`src/rtl/udma_cfg_arbiter.sv`:
```
// uDMA config-bus arbiter: round-robin sharing of the peripheral config ports.
// Optional access-abort timer enabled with `define UDMA_CFG_ARB_TIMEOUT_EN.
module udma_cfg_arbiter #(
    parameter int N_MASTERS      = 2,
    parameter int N_PERIPHS      = 8,
    parameter int TIMEOUT_CYCLES = 255
) (
    input  logic                           clk_i,
    input  logic                           rst_i,
    input  logic [N_MASTERS-1:0]           mst_req_i,
    input  logic [N_MASTERS-1:0][5:0]      mst_sel_i,
    input  logic [N_MASTERS-1:0][4:0]      mst_addr_i,
    input  logic [N_MASTERS-1:0][31:0]     mst_wdata_i,
    input  logic [N_MASTERS-1:0]           mst_rwn_i,
    output logic [N_MASTERS-1:0]           mst_gnt_o,
    output logic [N_MASTERS-1:0]           mst_rvalid_o,
    output logic [31:0]                    mst_rdata_o,
    output logic                           mst_err_o,
    output logic [31:0]                    periph_data_o,
    output logic [4:0]                     periph_addr_o,
    output logic                           periph_rwn_o,
    output logic [N_PERIPHS-1:0]           periph_valid_o,
    input  logic [N_PERIPHS-1:0][31:0]     periph_data_i,
    input  logic [N_PERIPHS-1:0]           periph_ready_i
);

    localparam int IW = (N_MASTERS > 1) ? $clog2(N_MASTERS) : 1;

    typedef enum logic [1:0] {
        IDLE,
        ACCESS,
        RESP
    } state_e;

    state_e          state_q, state_d;
    logic [IW-1:0]   last_q, last_d;
    logic [IW-1:0]   win_q, win_d;
    logic [5:0]      sel_q, sel_d;
    logic [4:0]      addr_q, addr_d;
    logic [31:0]     wdata_q, wdata_d;
    logic            rwn_q, rwn_d;
    logic [31:0]     rdata_q, rdata_d;
    logic            err_q, err_d;

    logic [IW-1:0]   arb_idx;
    logic            arb_any;
    logic [N_PERIPHS-1:0] sel_hot;
    logic            sel_ok;
    logic            sel_rdy;
    logic [31:0]     sel_data;
    logic            timeout;

    // Requesters above the last winner first, then wrap around to 0..last.
    always_comb begin
        arb_idx = '0;
        arb_any = 1'b0;
        for (int j = 0; j < N_MASTERS; j++) begin
            if (!arb_any && mst_req_i[j] && (IW'(j) > last_q)) begin
                arb_any = 1'b1;
                arb_idx = IW'(j);
            end
        end
        for (int j = 0; j < N_MASTERS; j++) begin
            if (!arb_any && mst_req_i[j] && (IW'(j) <= last_q)) begin
                arb_any = 1'b1;
                arb_idx = IW'(j);
            end
        end
    end

    // An out-of-range sel decodes to no hot bit at all.
    always_comb begin
        sel_hot  = '0;
        sel_data = '0;
        for (int p = 0; p < N_PERIPHS; p++) begin
            if (sel_q == 6'(p)) begin
                sel_hot[p] = 1'b1;
                sel_data   = periph_data_i[p];
            end
        end
        sel_ok  = |sel_hot;
        sel_rdy = |(sel_hot & periph_ready_i);
    end

`ifdef UDMA_CFG_ARB_TIMEOUT_EN
    localparam int CW = $clog2(TIMEOUT_CYCLES + 1);

    logic [CW-1:0] cnt_q, cnt_d;

    always_comb begin
        cnt_d = '0;
        if (state_q == ACCESS) begin
            cnt_d = cnt_q + 1'b1;
        end
    end

    always_ff @(posedge clk_i) begin
        if (rst_i) begin
            cnt_q <= '0;
        end else begin
            cnt_q <= cnt_d;
        end
    end

    assign timeout = (cnt_q == CW'(TIMEOUT_CYCLES - 1));
`else
    assign timeout = 1'b0;
`endif

    always_comb begin
        state_d        = state_q;
        last_d         = last_q;
        win_d          = win_q;
        sel_d          = sel_q;
        addr_d         = addr_q;
        wdata_d        = wdata_q;
        rwn_d          = rwn_q;
        rdata_d        = rdata_q;
        err_d          = err_q;
        mst_gnt_o      = '0;
        mst_rvalid_o   = '0;
        periph_valid_o = '0;
        unique case (state_q)
            IDLE: begin
                if (arb_any && !rst_i) begin
                    mst_gnt_o[arb_idx] = 1'b1;
                    win_d   = arb_idx;
                    last_d  = arb_idx;
                    sel_d   = mst_sel_i[arb_idx];
                    addr_d  = mst_addr_i[arb_idx];
                    wdata_d = mst_wdata_i[arb_idx];
                    rwn_d   = mst_rwn_i[arb_idx];
                    state_d = ACCESS;
                end
            end
            ACCESS: begin
                periph_valid_o = sel_hot;
                if (!sel_ok) begin
                    rdata_d = '0;
                    err_d   = 1'b1;
                    state_d = RESP;
                end else if (sel_rdy) begin
                    rdata_d = rwn_q ? sel_data : 32'h0;
                    err_d   = 1'b0;
                    state_d = RESP;
                end else if (timeout) begin
                    rdata_d = '0;
                    err_d   = 1'b1;
                    state_d = RESP;
                end
            end
            RESP: begin
                if (!rst_i) begin
                    mst_rvalid_o[win_q] = 1'b1;
                end
                state_d = IDLE;
            end
            default: begin
                state_d = IDLE;
            end
        endcase
    end

    always_ff @(posedge clk_i) begin
        if (rst_i) begin
            state_q <= IDLE;
            last_q  <= IW'(N_MASTERS - 1);
            win_q   <= '0;
            sel_q   <= '0;
            addr_q  <= '0;
            wdata_q <= '0;
            rwn_q   <= 1'b1;
            rdata_q <= '0;
            err_q   <= 1'b0;
        end else begin
            state_q <= state_d;
            last_q  <= last_d;
            win_q   <= win_d;
            sel_q   <= sel_d;
            addr_q  <= addr_d;
            wdata_q <= wdata_d;
            rwn_q   <= rwn_d;
            rdata_q <= rdata_d;
            err_q   <= err_d;
        end
    end

    assign periph_addr_o = addr_q;
    assign periph_data_o = wdata_q;
    assign periph_rwn_o  = rwn_q;
    assign mst_rdata_o   = rdata_q;
    assign mst_err_o     = err_q;

endmodule

```
`config.mk`:
```
export PLATFORM = sky130hd
export DESIGN_NAME = udma_cfg_arbiter
export DESIGN_NICKNAME = d
export VERILOG_FILES = /design/src/rtl/udma_cfg_arbiter.sv
export SDC_FILE = /design/constraint.sdc
export NUM_CORES = 1
export LEC_CHECK = 0
export CAP_MARGIN = 20
export CORE_AREA = 10 10 162 164
export DETAILED_ROUTE_END_ITERATION = 8
export DIE_AREA = 0 0 172 174
export GPL_TIMING_DRIVEN = 0
export PLACE_DENSITY = 0.7
export SYNTH_ARGS = -nofsm -noshare
export SYNTH_HDL_FRONTEND = slang
export SYNTH_SLANG_ARGS = --single-unit
export TNS_END_PERCENT = 100
```
`constraint.sdc`:
```
create_clock -name clk_i -period 5.4 [get_ports clk_i]
set_clock_uncertainty 0.15 [all_clocks]
set_input_delay 1.08 -clock clk_i [delete_from_list [all_inputs] [get_ports clk_i]]
set_output_delay 1.08 -clock clk_i [all_outputs]
set_load 0.1 [all_outputs]
```
* Word level (Yosys, flattened, before mapping) *
Cells that the tools add are included.

word-level totals
  word-level logic and storage cells = 100
  memories kept = 0
  memory bits (read-only) = 0
  latch bits = 0
  output and inout bits = 83
  register bits = 81
  RAM bits = 0

cells by class
  $lt $le $gt $ge = 8
  bitwise logic cells = 1
  multiply operators = 0
  equality and inequality tests = 12
  add/sub/neg operators = 0
  div/mod/pow operators = 0
  shifts and indexed selects = 0
  multiplexer cells = 49
  reductions and logical operators = 21

operators by type and width
  kind                number
  $mux 32             13
  $eq 6x3->1 const B  4
  $mux 1              21
  $reduce_or 8->1     2
  $mux 2              7
  $eq 6x2->1 const B  2
  $mux 6              2
  $logic_and 1x1->1   10
  $mux 5              2
  $and 8x8->8         1
  $mux 8              1
  $eq 6x1->1 const B  1
  $logic_not 6->1     1
  $reduce_and 2->1    3
  $logic_not 1->1     4
  $lt 1x2->1 const B  2
  $pmux 2 s2          1
  $ne 3x3->1 const B  1
  $demux 1 s1         2
  $eq 2x1->1 const B  1
  $eq 2x2->1 const B  1
  $ge 1x1->1 const B  2
  $gt 1x1->1 const A  2
  $le 1x1->1 const A  2
  other kinds (3)     3

* Logic depth before layout (Yosys ltp) *
Gate-level depths: netlist of the first run.

  word-level depth = 21
  mapped depth = 7
  depth with buffers taken out = 5

* Worst setup path before layout of the first run *
No wires, ideal clock.

  path type = in2out
  from = input port rst_i
  to = output port mst_rvalid_o[0]
  data required time = 4.170 ns
  data arrival time = 4.557 ns
  buffers on the path = 2
  stages = 3
  path slack = -0.387 ns
  cell sequence = buf_2 buf_1 nor4b_1

between the ends
  word-level cells in the longest chain between the ends = 2

ends and longest elaborated chain
  element             line  RTL
  start: declaration  9     input logic rst_i,
  $mux 2              153   if (!rst_i) begin
  $mux 2              123   unique case (state_q)
  end: declaration    16    output logic [N_MASTERS-1:0] mst_rvalid_o,

No other way between the ends.

* Final worst setup path of the first run *
  from = register sel_q[3]
  to = output port periph_valid_o[4]

between the ends
  word-level cells in the longest chain between the ends = 3

ends and longest elaborated chain
  element                   line  RTL
  start: declaration        38    logic [5:0] sel_q, sel_d;
  start signal: assignment  179   sel_q <= sel_d;
  $eq 6x3->1                76    if (sel_q == 6'(p)) begin
  $mux 1                    76
  $mux 8                    123
  end: declaration          22    output logic [N_PERIPHS-1:0] periph_valid_o,

No other way between the ends.

==> results of run 1 <==
## power groups by stage
stage / logic, mW / registers [mW] / clock network [mW]
after global placement: 1.51 / 0.718 / 0
final: 1.51 / 0.707 / 0.667
after floorplan: 0.543 / 1.12 / 0
after CTS: 1.52 / 0.708 / 0.687
after detailed placement: 1.52 / 0.721 / 0
after global routing: 1.59 / 0.716 / 0.709
## cells in the final DEF, fill, tap and decap left out, types with 2 or more instances in the layout
cell             instances
clkbuf_1                20
nor2_1                  79
buf_1                    2
dfxtp_1                 81
nand2b_1                 2
buf_4                    3
inv_6                    3
nor4_2                   2
a21oi_1                 29
nor3_1                   4
nand3_1                  2
diode_2                  5
mux2i_1                 46
nand2_1                 31
o21ai_0                 26
a22o_1                  38
buf_6                    5
mux4_2                  64
a211o_1                  2
nor2b_1                  2
a211oi_1                43
buf_2                   25
inv_8                    2
clkbuf_16                9
clkdlybuf4s50_1        437
## Yosys cell counts (all sizes together)
cell and count:
nor4bb 1, nor4 2, dfxtp 81, nand4b 1, a21oi 29, a211oi 44
a2111o 1, a22o 38, clkbuf 20, mux2i 46, or3b 1, nor2 80
buf 34, nor3 5, o311ai 1, a21o 1, and2 2, mux4 64
nor4b 1, nand3b 1, a211o 2, o21ai 28, nand3 2, nand2 31
a21boi 2, nand2b 2, a311oi 1, or4 1, nor2b 2
## kinds of logic (layout without fill, tap and decap cells)
group                  count (synthesis)  in the layout  synth area share [%]
AO/OA/AOI/OAI                        147            147                 18.97
flip-flops                            81             81                 29.99
other                                  0              5                     0
buffers and inverters                 54            508                 5.160
multiplexers                         110            110                 35.17
AND/OR/NAND/NOR                      132            132                 10.71
## routing by layer
metal	wire length [um]	track usage, %
met5	51	0
met4	565	6.180
met3	3456	7.771
met2	15620	34.17
met1	11670	21.57
## sequential cells by signal (all words and copies together), names as in the netlist
register and cells:
periph_addr_o 5, sel_q 6, state_q 2, last_q 1, mst_err_o 1, win_q 1
periph_rwn_o 1, mst_rdata_o 32, periph_data_o 32
## area by class of cell
cell class	count	area (um^2)
fill	2252	12620
timing repair buffer	438	4382
multi-input combinational	389	3520
sequential	81	1622
tap	290	362.8
buffer	54	279.0
clock buffer	9	225.2
clock inverter	7	95.09
antenna	5	12.51
## metrics by stage
| stage | worst slack [ps] | instance area (um^2) | total power [mW] | utilization (%) | hold WS (ps) |
|---|---|---|---|---|---|
| final | 481.1 | 10500 | 2.885 | 45.40 | 312.8 |
| after global routing | 268.0 | 10500 | 3.018 | 45.40 | 332.5 |
| after CTS | 398.0 | 10480 | 2.915 | 45.31 | 316.8 |
| after detailed placement | 500.6 | 10160 | 2.237 | 43.93 | 299.0 |
| after global placement | 516.8 | 10160 | 2.227 | 43.93 | 300.2 |
| after floorplan | 873.0 | 5420 | 1.664 | - | 281.0 |
## path summary, 6_finish.rpt
check / to / depth (start not counted)
min: last_q / 1
min reg2reg: last_q / 1
max: periph_valid_o[4] / 6
max reg2reg: mst_rdata_o[24] / 6
==> key figures, run 1 <==
Pwr
  – Clock power frac: 23.1%
  – Leak: 3.708 nW
  – Switching Fraction: 42.64%
  – Sw Pwr: 1.230 mW
  – PD cells: 274.8 nW/um^2
  – Internal: 1.655 mW
  – Logic pwr share: 52.4%
  – Sequential share of power: about a quarter
  – Worst vdd ir: 127.4 uV

Flow run
  – Max-cap violations: 0

Setup path
  – Critical Path Max Stage Delay: around 1200 ps
  – Kind of critical path: reg2out
  – Critical path capture point type: output pin
  – Cell breakdown of the critical path: nor3_4 -> and2_0 -> buf_1 -> nand2_1 -> nor3_1 -> clkdlybuf4s50_1
  – Req. time, crit path: between 4000 and 5000 ps
  – Reg-to-Reg Start: sel_q[3]
  – WP buf/inv: 2
  – Setup slack, reg-to-reg: around 2800 ps
  – Worst setup path startpoint: sel_q[3]
  – Critical path peak fanout: 10
  – CP max stage cell: clkdlybuf4s50_1
  – Worst path top cell family by delay: buffers and inverters
  – Startpoint class of the critical path: register
  – Data arrival, critical path: 3690 ps

Synth
  – Post-Syn Nets: 880
  – FF+latch count, synth: 81
  – Synth Instances: 524
  – Post-synth top area share: between 20% and 30%
  – Avg Inst Size Synth: 10.32 um^2
  – Cell taking the most area after synthesis: dfxtp_1
  – Synth top area cells: dfxtp_1 (30%), mux4_2 (27%), mux2i_1 (8.5%)
  – Post-Syn Area: around 5400 um^2
  – Distinct cell type count after synthesis: 39
  – Synthesis Warnings: 0
  – Sequential area share after synthesis: between 20% and 30%

Route
  – DRC: 0
  – Pre-antenna DRT Iters: 5
  – Vias per cell: 4.959
  – Wirelength, routed: 31.37 mm
  – Routed Antenna Nets: 0
  – WL/cell: approximately 25 um
  – Via count: 6,313
  – Initial DRC count: 311

CTS
  – Clk slew on worst S/H paths: 70 ps
  – Post-CTS Setup Bufs: 0
  – CTS Root Cell: clkbuf_16
  – Worst-skew pair later-pin latency: 350 ps
  – Post-CTS sizing: 0
  – Number of H-tree levels: 3
  – CTS tree: done
  – CTS Hold Bufs: 0
  – CTS max path bufs: 2
  – CTS buffer count: 9
  – Clock Sinks: 81

Timing
  – Setup TNS: 0 ps
  – Max transition margin: between 20% and 30%
  – Slew Viols, Final: 0
  – RSZ-0062 raised after global routing: false
  – Worst-Margin Slew: 1050 ps
  – Max Fclk: 203.3 MHz
  – Final Critical Period: 4919 ps
  – Endpoints failing setup: 0
  – Crit share post-route: around nine tenths
  – Count of final hold-check violations: 0

Min path
  – Worst Hold Launch: last_q
  – Worst min path class: reg2reg

Final layout
  – Fin nets: 1,329
  – Share of cells above drive strength 1: between 10 and 15%
  – Area grow syn2layout: 94.12%
  – Post-Layout Cell Count: between 1,000 and 1,500

Global route
  – Largest net degree at the start of global routing: 18
  – Vias in the first global route: 6,825
  – Grt ovf: 0
  – Initial antenna violation count: 8
  – First-pass GRT wire length: 44.21 mm
  – Total GRT Usage: 19.76%

Floorplanning
  – I/O pins: 439
  – Rows: between 50 and 60
  – Die X: 172 um
  – Initial Utilization: 23.39%
  – Die area: between 20,000 and 30,000 um^2
  – Die Span Y: 174 um
  – Core box area: ~23,000 um^2

Place
  – PortBufs: 437
  – Placed insts: 1,251
  – Post-DP HPWL: 26.68 mm
  – GP Congestion: 0.8765

Status
  – Outcome: complete, no violations
Note: power is estimated with default switching activity, not from simulation.
==> run 2: changes to the inputs <==
- CTS_CLUSTER_DIAMETER: default -> 40
==> results of run 2 <==
The final DEF is identical to that of run 1; final timing and power are the same.
